### src/rtl/timer_ctrl_master.sv
// Bus-initiator sequencer for the 2-bit-address memory-mapped timer: programs TH/TL/TCon,
// services each interrupt by reading and re-arming TCon, and stops the timer on request.
module timer_ctrl_master (
    input  logic        clk,
    input  logic        reset,
    input  logic        start,
    input  logic        stop,
    input  logic [31:0] period,
    input  logic        irq_mode,
    output logic [1:0]  Address,
    output logic [31:0] Write_data,
    output logic        MemWrite,
    output logic        MemRead,
    input  logic [31:0] Read_data,
    input  logic        IRQ,
    output logic        busy,
    output logic        tick,
    output logic [15:0] tick_count,
    output logic [2:0]  status
);

    typedef enum logic [2:0] {
        S_IDLE    = 3'd0,
        S_WR_TH   = 3'd1,
        S_WR_TL   = 3'd2,
        S_WR_CON  = 3'd3,
        S_RUN     = 3'd4,
        S_RD_CON  = 3'd5,
        S_CLR_CON = 3'd6,
        S_WR_STOP = 3'd7
    } state_t;

    state_t      r_state;
    state_t      w_next_state;
    logic [31:0] r_period;
    logic        r_irq_mode;
    logic        r_stop_pend;
    logic [15:0] r_tick_count;
    logic [2:0]  r_status;
    logic        w_accept;
    logic        w_stop_window;

    assign w_accept      = (r_state == S_IDLE) && start;
    // Stop is remembered only while a fixed bus sequence is in flight; RUN reacts to it directly.
    assign w_stop_window = (r_state == S_WR_TH)  || (r_state == S_WR_TL) ||
                           (r_state == S_WR_CON) || (r_state == S_RD_CON) ||
                           (r_state == S_CLR_CON);

    // State register
    always_ff @(posedge clk or posedge reset) begin
        if (reset) begin
            r_state <= S_IDLE;
        end else begin
            r_state <= w_next_state;
        end
    end

    // Captured command, stop-pending flag, tick counter and interrupt status
    always_ff @(posedge clk or posedge reset) begin
        if (reset) begin
            r_period     <= 32'd0;
            r_irq_mode   <= 1'b0;
            r_stop_pend  <= 1'b0;
            r_tick_count <= 16'd0;
            r_status     <= 3'd0;
        end else begin
            if (w_accept) begin
                r_period     <= period;
                r_irq_mode   <= irq_mode;
                r_tick_count <= 16'd0;
            end else if (r_state == S_CLR_CON) begin
                r_tick_count <= r_tick_count + 16'd1;
            end else begin
                r_tick_count <= r_tick_count;
            end
            if (r_state == S_WR_STOP) begin
                r_stop_pend <= 1'b0;
            end else if (stop && w_stop_window) begin
                r_stop_pend <= 1'b1;
            end else begin
                r_stop_pend <= r_stop_pend;
            end
            if (r_state == S_RD_CON) begin
                r_status <= Read_data[2:0];
            end else begin
                r_status <= r_status;
            end
        end
    end

    // Next-state logic and bus decode from the state register
    always_comb begin
        w_next_state = r_state;
        Address      = 2'b00;
        Write_data   = 32'd0;
        MemWrite     = 1'b0;
        MemRead      = 1'b0;
        tick         = 1'b0;
        case (r_state)
            S_IDLE: begin
                if (start) begin
                    w_next_state = S_WR_TH;
                end else begin
                    w_next_state = S_IDLE;
                end
            end
            S_WR_TH: begin
                Address      = 2'b00;
                Write_data   = r_period;
                MemWrite     = 1'b1;
                w_next_state = S_WR_TL;
            end
            S_WR_TL: begin
                Address      = 2'b01;
                Write_data   = r_period;
                MemWrite     = 1'b1;
                w_next_state = S_WR_CON;
            end
            S_WR_CON: begin
                Address      = 2'b10;
                Write_data   = {29'd0, 1'b0, r_irq_mode, 1'b1};
                MemWrite     = 1'b1;
                w_next_state = S_RUN;
            end
            S_RUN: begin
                if (r_stop_pend || stop) begin
                    w_next_state = S_WR_STOP;
                end else if (IRQ) begin
                    w_next_state = S_RD_CON;
                end else begin
                    w_next_state = S_RUN;
                end
            end
            S_RD_CON: begin
                Address      = 2'b10;
                MemRead      = 1'b1;
                w_next_state = S_CLR_CON;
            end
            S_CLR_CON: begin
                // Rewriting enable/mode with bit 2 low acknowledges the interrupt.
                Address      = 2'b10;
                Write_data   = {29'd0, 1'b0, r_irq_mode, 1'b1};
                MemWrite     = 1'b1;
                tick         = 1'b1;
                w_next_state = S_RUN;
            end
            S_WR_STOP: begin
                Address      = 2'b10;
                Write_data   = 32'd0;
                MemWrite     = 1'b1;
                w_next_state = S_IDLE;
            end
            default: begin
                w_next_state = S_IDLE;
            end
        endcase
    end

    assign busy       = (r_state != S_IDLE);
    assign tick_count = r_tick_count;
    assign status     = r_status;

endmodule

### config.mk
export PLATFORM = sky130hd
export DESIGN_NAME = timer_ctrl_master
export DESIGN_NICKNAME = d
export VERILOG_FILES = /design/src/rtl/timer_ctrl_master.sv
export SDC_FILE = /design/constraint.sdc
export NUM_CORES = 1
export LEC_CHECK = 0
export CAP_MARGIN = 30
export CORE_MARGIN = 2
export CORE_UTILIZATION = 41
export CTS_CLUSTER_DIAMETER = 40
export DETAILED_ROUTE_END_ITERATION = 8
export PLACE_DENSITY_LB_ADDON = 0.12
export SLEW_MARGIN = 15
export SYNTH_ARGS = -nofsm -noshare
export SYNTH_HDL_FRONTEND = slang
export SYNTH_SLANG_ARGS = --single-unit
### constraint.sdc
create_clock -name clk -period 2 [get_ports clk]
set_input_delay 0.4 -clock clk [delete_from_list [all_inputs] [get_ports clk]]
set_output_delay 0.4 -clock clk [all_outputs]
set_load 0.01 [all_outputs]
Word-level counts from Yosys, hierarchy flattened
Index checks and enable logic that the tools add are counted.
- register bits after elaboration: 56
- input bits: 70
- word-level logic and storage cells: 42
- output and inout bits: 57
- add/sub/neg operators: 1
- reductions and logical operators: 15
- mux-type cells: 13
- equal/unequal tests: 7
- operator list (kind ; count):
    case mux 32 bit (2 select lines) ; 1
    2-to-1 mux 16 bit ; 2
    case mux 3 bit (7 select lines) ; 1
    adder 16 x 1 -> 16 bit (second input constant) ; 1
    == test 3 bit (second input constant) ; 4
    2-to-1 mux 1 bit ; 7
    == test 3 x 2 -> 1 bit (second input constant) ; 2
    logical OR 1 bit ; 5
    OR reduction 5 bit ; 1
    case mux 2 bit (2 select lines) ; 1
    nonzero test 2 bit ; 2
    OR reduction 2 bit ; 2
    OR reduction 4 bit ; 1
    == test 3 x 1 -> 1 bit (second input constant) ; 1
    logical NOT 3 bit ; 1
    nonzero test 3 bit ; 1
    logical AND 1 bit ; 2
    2-to-1 mux 2 bit ; 1

Longest topological paths before layout
- depth after elaboration: 8
- depth in mapped cells: 7

Worst setup path before layout
OpenSTA, ideal clock, no wires.
- path kind: register -> register
- start: register r_tick_count[0], in the netlist tick_count[0]
- end: register r_tick_count[12], in the netlist tick_count[12]
- required time: 1.922 ns
- library setup time: 0.078 ns
- path slack: 0.227 ns
- arrival: 1.695 ns
- clock period less this slack: 1.773 ns
- stages on the path, launching flop included: 6
- cell sequence: dfrtp_1 -> ha_1 -> inv_1 -> or4_4 -> or3_1 -> a21oi_1
- word-level cells in the longest chain between the ends: 3
- ends and longest elaborated chain (element ; RTL line ; text):
    from (decl) ; 38 ; logic [15:0] r_tick_count;
    from (signal assigned) ; 72 ; r_tick_count <= r_tick_count + 16'd1;
    from (signal assigned) ; 74 ; r_tick_count <= r_tick_count;
    adder 16 x 1 -> 16 bit ; 72 ;
    2-to-1 mux 16 bit ; 71 ; end else if (r_state == S_CLR_CON) begin
    2-to-1 mux 16 bit ; 67 ; if (w_accept) begin
Every way passes these cells. The select of a mux whose other input is x is not followed.
A chain may end at the register's enable or synchronous reset.

Final worst setup path
- start: register r_state[0]
- end: output Write_data[28]
- word-level cells in the longest chain between the ends: 3
- ends and longest elaborated chain (element ; RTL line ; text):
    from (decl) ; 33 ; state_t r_state;
    from (signal assigned) ; 54 ; r_state <= w_next_state;
    == test 3 x 2 -> 1 bit, or another cell as far along ; 99 ; case (r_state)
    OR reduction 2 bit (no line) ; - ;
    case mux 32 bit (2 select lines) * ; 99 ;
    to (decl) ; 11 ; output logic [31:0] Write_data,
Every way passes the cells marked *; elsewhere a longest branch is shown, timed or not.

==> key figures <==
Pwr
  • Pwr Density: around 1300 nW/um2
  • LEAKAGE: just over 2 nW
  • Total power: between 5 and 6 mW
  • Worst vdd ir: 0.000707 V

Clock tree
  • CTS sink cnt: between 50 and 60
  • Worst skew pair latency: 0.30 ns
  • CTS tree: done
  • Max clock buf depth: 2
  • Max H-tree Level: 2
  • CTS root buf: clkbuf_8
  • CTS Buf Count: 5
  • Reg clk slew, reported paths: 0.09 ns

STA
  • Slew HR: 70.1%
  • Final period utilization: 97.7%
  • Tightest Pin Transition: ~0.45 ns
  • RSZ-0062 raised after global routing: true
  • Slew Limit Fails: 0
  • Final Setup Violations: 0
  • Setup Skew: 0.0109 ns
  • Final hold slack: 0.419 ns
  • FMAX: between 500 and 600 MHz
  • Period minus WS final: between 1.5 and 2 ns
  • Fin. Hold Viols: 0

Global route
  • Pin count of the biggest net entering global routing: 35
  • Remaining Overflow, GRT: 0
  • Gr usage total: 19.3%
  • First-pass GRT wire length: 11,300 um
  • Initial antenna violation count: 0
  • Vias in the first global route: 2,452

Worst setup path
  • Critical path data arrival time: 1.55 ns
  • CP Cell Sequence: nand2b_4 > a21oi_4 > buf_12 > buf_16 > and2_4 > buf_6
  • CP delay by family, top: flip-flops
  • Crit path largest cell delay: 0.41 ns
  • Crit path required time: ~1.6 ns
  • Worst Path Buf+Inv: 3
  • Crit path max fanout: 8
  • Worst-path cell with the longest stage delay: dfrtp_1
  • CP Launch Type: register
  • CP endpoint kind: primary output
  • CP Class: reg2out

Placed design
  • Port Buffer Count: 97
  • Placed inst area: 3890 um2
  • Hpwl dp: between 4000 and 5000 um
  • Routability cong.: 0.808

Route
  • DRT Wirelength: 6570 um
  • Drt wl/cell: roughly 13 um
  • Routed vias/inst: between 4 and 5
  • Final ANT Viol Nets: 0
  • Drt initial violations: 96
  • TritonRoute pass-1 iters: 4
  • # DRC: 0
  • Routed vias: around 2,400

Layout
  • Most common cell after layout, fill and taps aside: nand2_1
  • Most frequent cells in the layout: nand2_1 (111), clkdlybuf4s50_1 (59), dfrtp_1 (55), nor2_1 (23), buf_4 (19)
  • Final design utilization: 64.2%
  • Fin nets: about 500
  • Layout cell share with drive strength beyond 1: 23.3%
  • Area Growth Syn to Fin: 50.8%
  • Post-route cell area: between 4000 and 5000 um2
  • # diodes: 0

Synthesis
  • Async SR Flop Fraction: 100%
  • EDFF count, synth: 0
  • Syn Nets: 382
  • Synth Flop Type: dfrtp_1
  • Syn avg cell area: around 8.7 um2
  • Syn Std Cell Area: 2700 um2
  • Synth Register Bits: 56
  • Distinct cells, synth: 37
  • Seq/Total Area, Yosys: 51.9%
  • Synth warn: 0
  • Post-Syn Instances: 311

Floorplanning
  • Full die area: just over 7000 um2
  • Starting Density: 42.5%
  • Row cnt: 29
  • IO Count: about 130
  • DIE WIDTH: 85.2 um
  • Die Y: 85.2 um
  • Core box area: between 6000 and 7000 um2

Status
  • Status: finished clean

Job
  • Number of max-cap violations: 0

Worst hold path
  • Worst Hold Class: in2async
-- final cells by class --
cell class / instances / area, um2
tap: 77 / 96.3
timing repair buffer: 124 / 1200
sequential: 56 / 1400
clock buffer: 6 / 72.6
clock inverter: 1 / 5.00
inverter: 8 / 30.0
multi-input combinational: 230 / 1270
fill: 544 / 2280
-- synth_stat cells (2+ instances only) --
cell      number  share of area [%]
nor2_1        23                3.2
clkbuf_1       9                1.3
inv_1          8                1.1
o21ai_0        3               0.56
nor3_1         6                1.1
xnor2_1        8                2.6
dfrtp_1       56                 52
xor2_1         4                1.3
and2_1        31                7.2
or3_1          2               0.46
nor4_1         3               0.69
a21oi_1        4               0.74
nand2_1      111                 15
mux2i_1        2               0.74
nor2b_1        2               0.46
nand3_1        6                1.1
buf_2          8                1.5
nand2b_1       3               0.69
mux2_2         4                1.7
-- worst reg2reg max path: stages, from the launching register on --
cell	delay, ns
dfrtp_1	0.38
buf_4	0.15
buf_6	0.14
or3_1	0.35
buf_4	0.16
nor2_4	0.23
buf_4	0.27
nand2_1	0.09
nand2_1	0.07
-- kinds of logic after synthesis --
kind of cell | after synthesis | share of synthesized area, %
buffers and inverters | 25 | 3.84
XOR/XNOR | 12 | 3.89
flip-flops | 56 | 51.9
AO/OA/AOI/OAI | 15 | 3.71
adder cells (fa/ha/maj) | 1 | 0.463
multiplexers | 6 | 2.41
AND/OR/NAND/NOR | 196 | 33.8
-- metrics by stage --
step           worst slack [ns]  TNS (ns)  instances
2_1_floorplan             0.227         0        311
3_3_place_gp           -0.00997   -0.0336        486
3_5_place_dp            -0.0386    -0.448        486
4_1_cts                 -0.0857     -2.02        502
5_1_grt                 -0.0230    -0.160        502
6_report                 0.0466         0        502
-- flip-flops by register name, summed over array words and instances (netlist names) --
signal,flops
status,3
r_state,3
r_stop_pend,1
r_irq_mode,1
tick_count,16
r_period,32
-- repair_timing --
item,CTS,global route
pin swaps,1,11
resized for setup,111,72
setup endpoints to repair,38,36
gates cloned,2,0
buffers inserted,7,1
hold buffers,0,0
-- metal layers --
metal	share of wire (%)	global-route usage, %
met1	44	24.5
met2	48	32.5
met3	6.1	5.06
met4	1.1	5.19
met5	0	0
-- path summary, 6_finish.rpt --
kind	start	endpoint	slack (ns)	cells past startpoint
hold reg to reg	r_period[11]	r_period[11]	0.47	2
min in group clk	r_period[11]	r_period[11]	0.47	2
setup / recovery	r_state[0]	Write_data[28]	0.05	6
setup reg to reg	r_state[1]	r_period[18]	0.11	8
hold / removal	reset	r_period[31]	0.42	2
max in group asynchronous	reset	r_state[2]	1.08	3
-- power breakdown --
part           internal [mW]  switching [mW]  leakage, nW  total (mW)
combinational           1.53            1.29         1.27        2.83
sequential              1.56           0.269        0.715        1.83
clock                  0.240           0.350       0.0410       0.590
total                   3.34            1.91         2.02        5.25
Note: power is estimated with default switching activity, not from simulation.
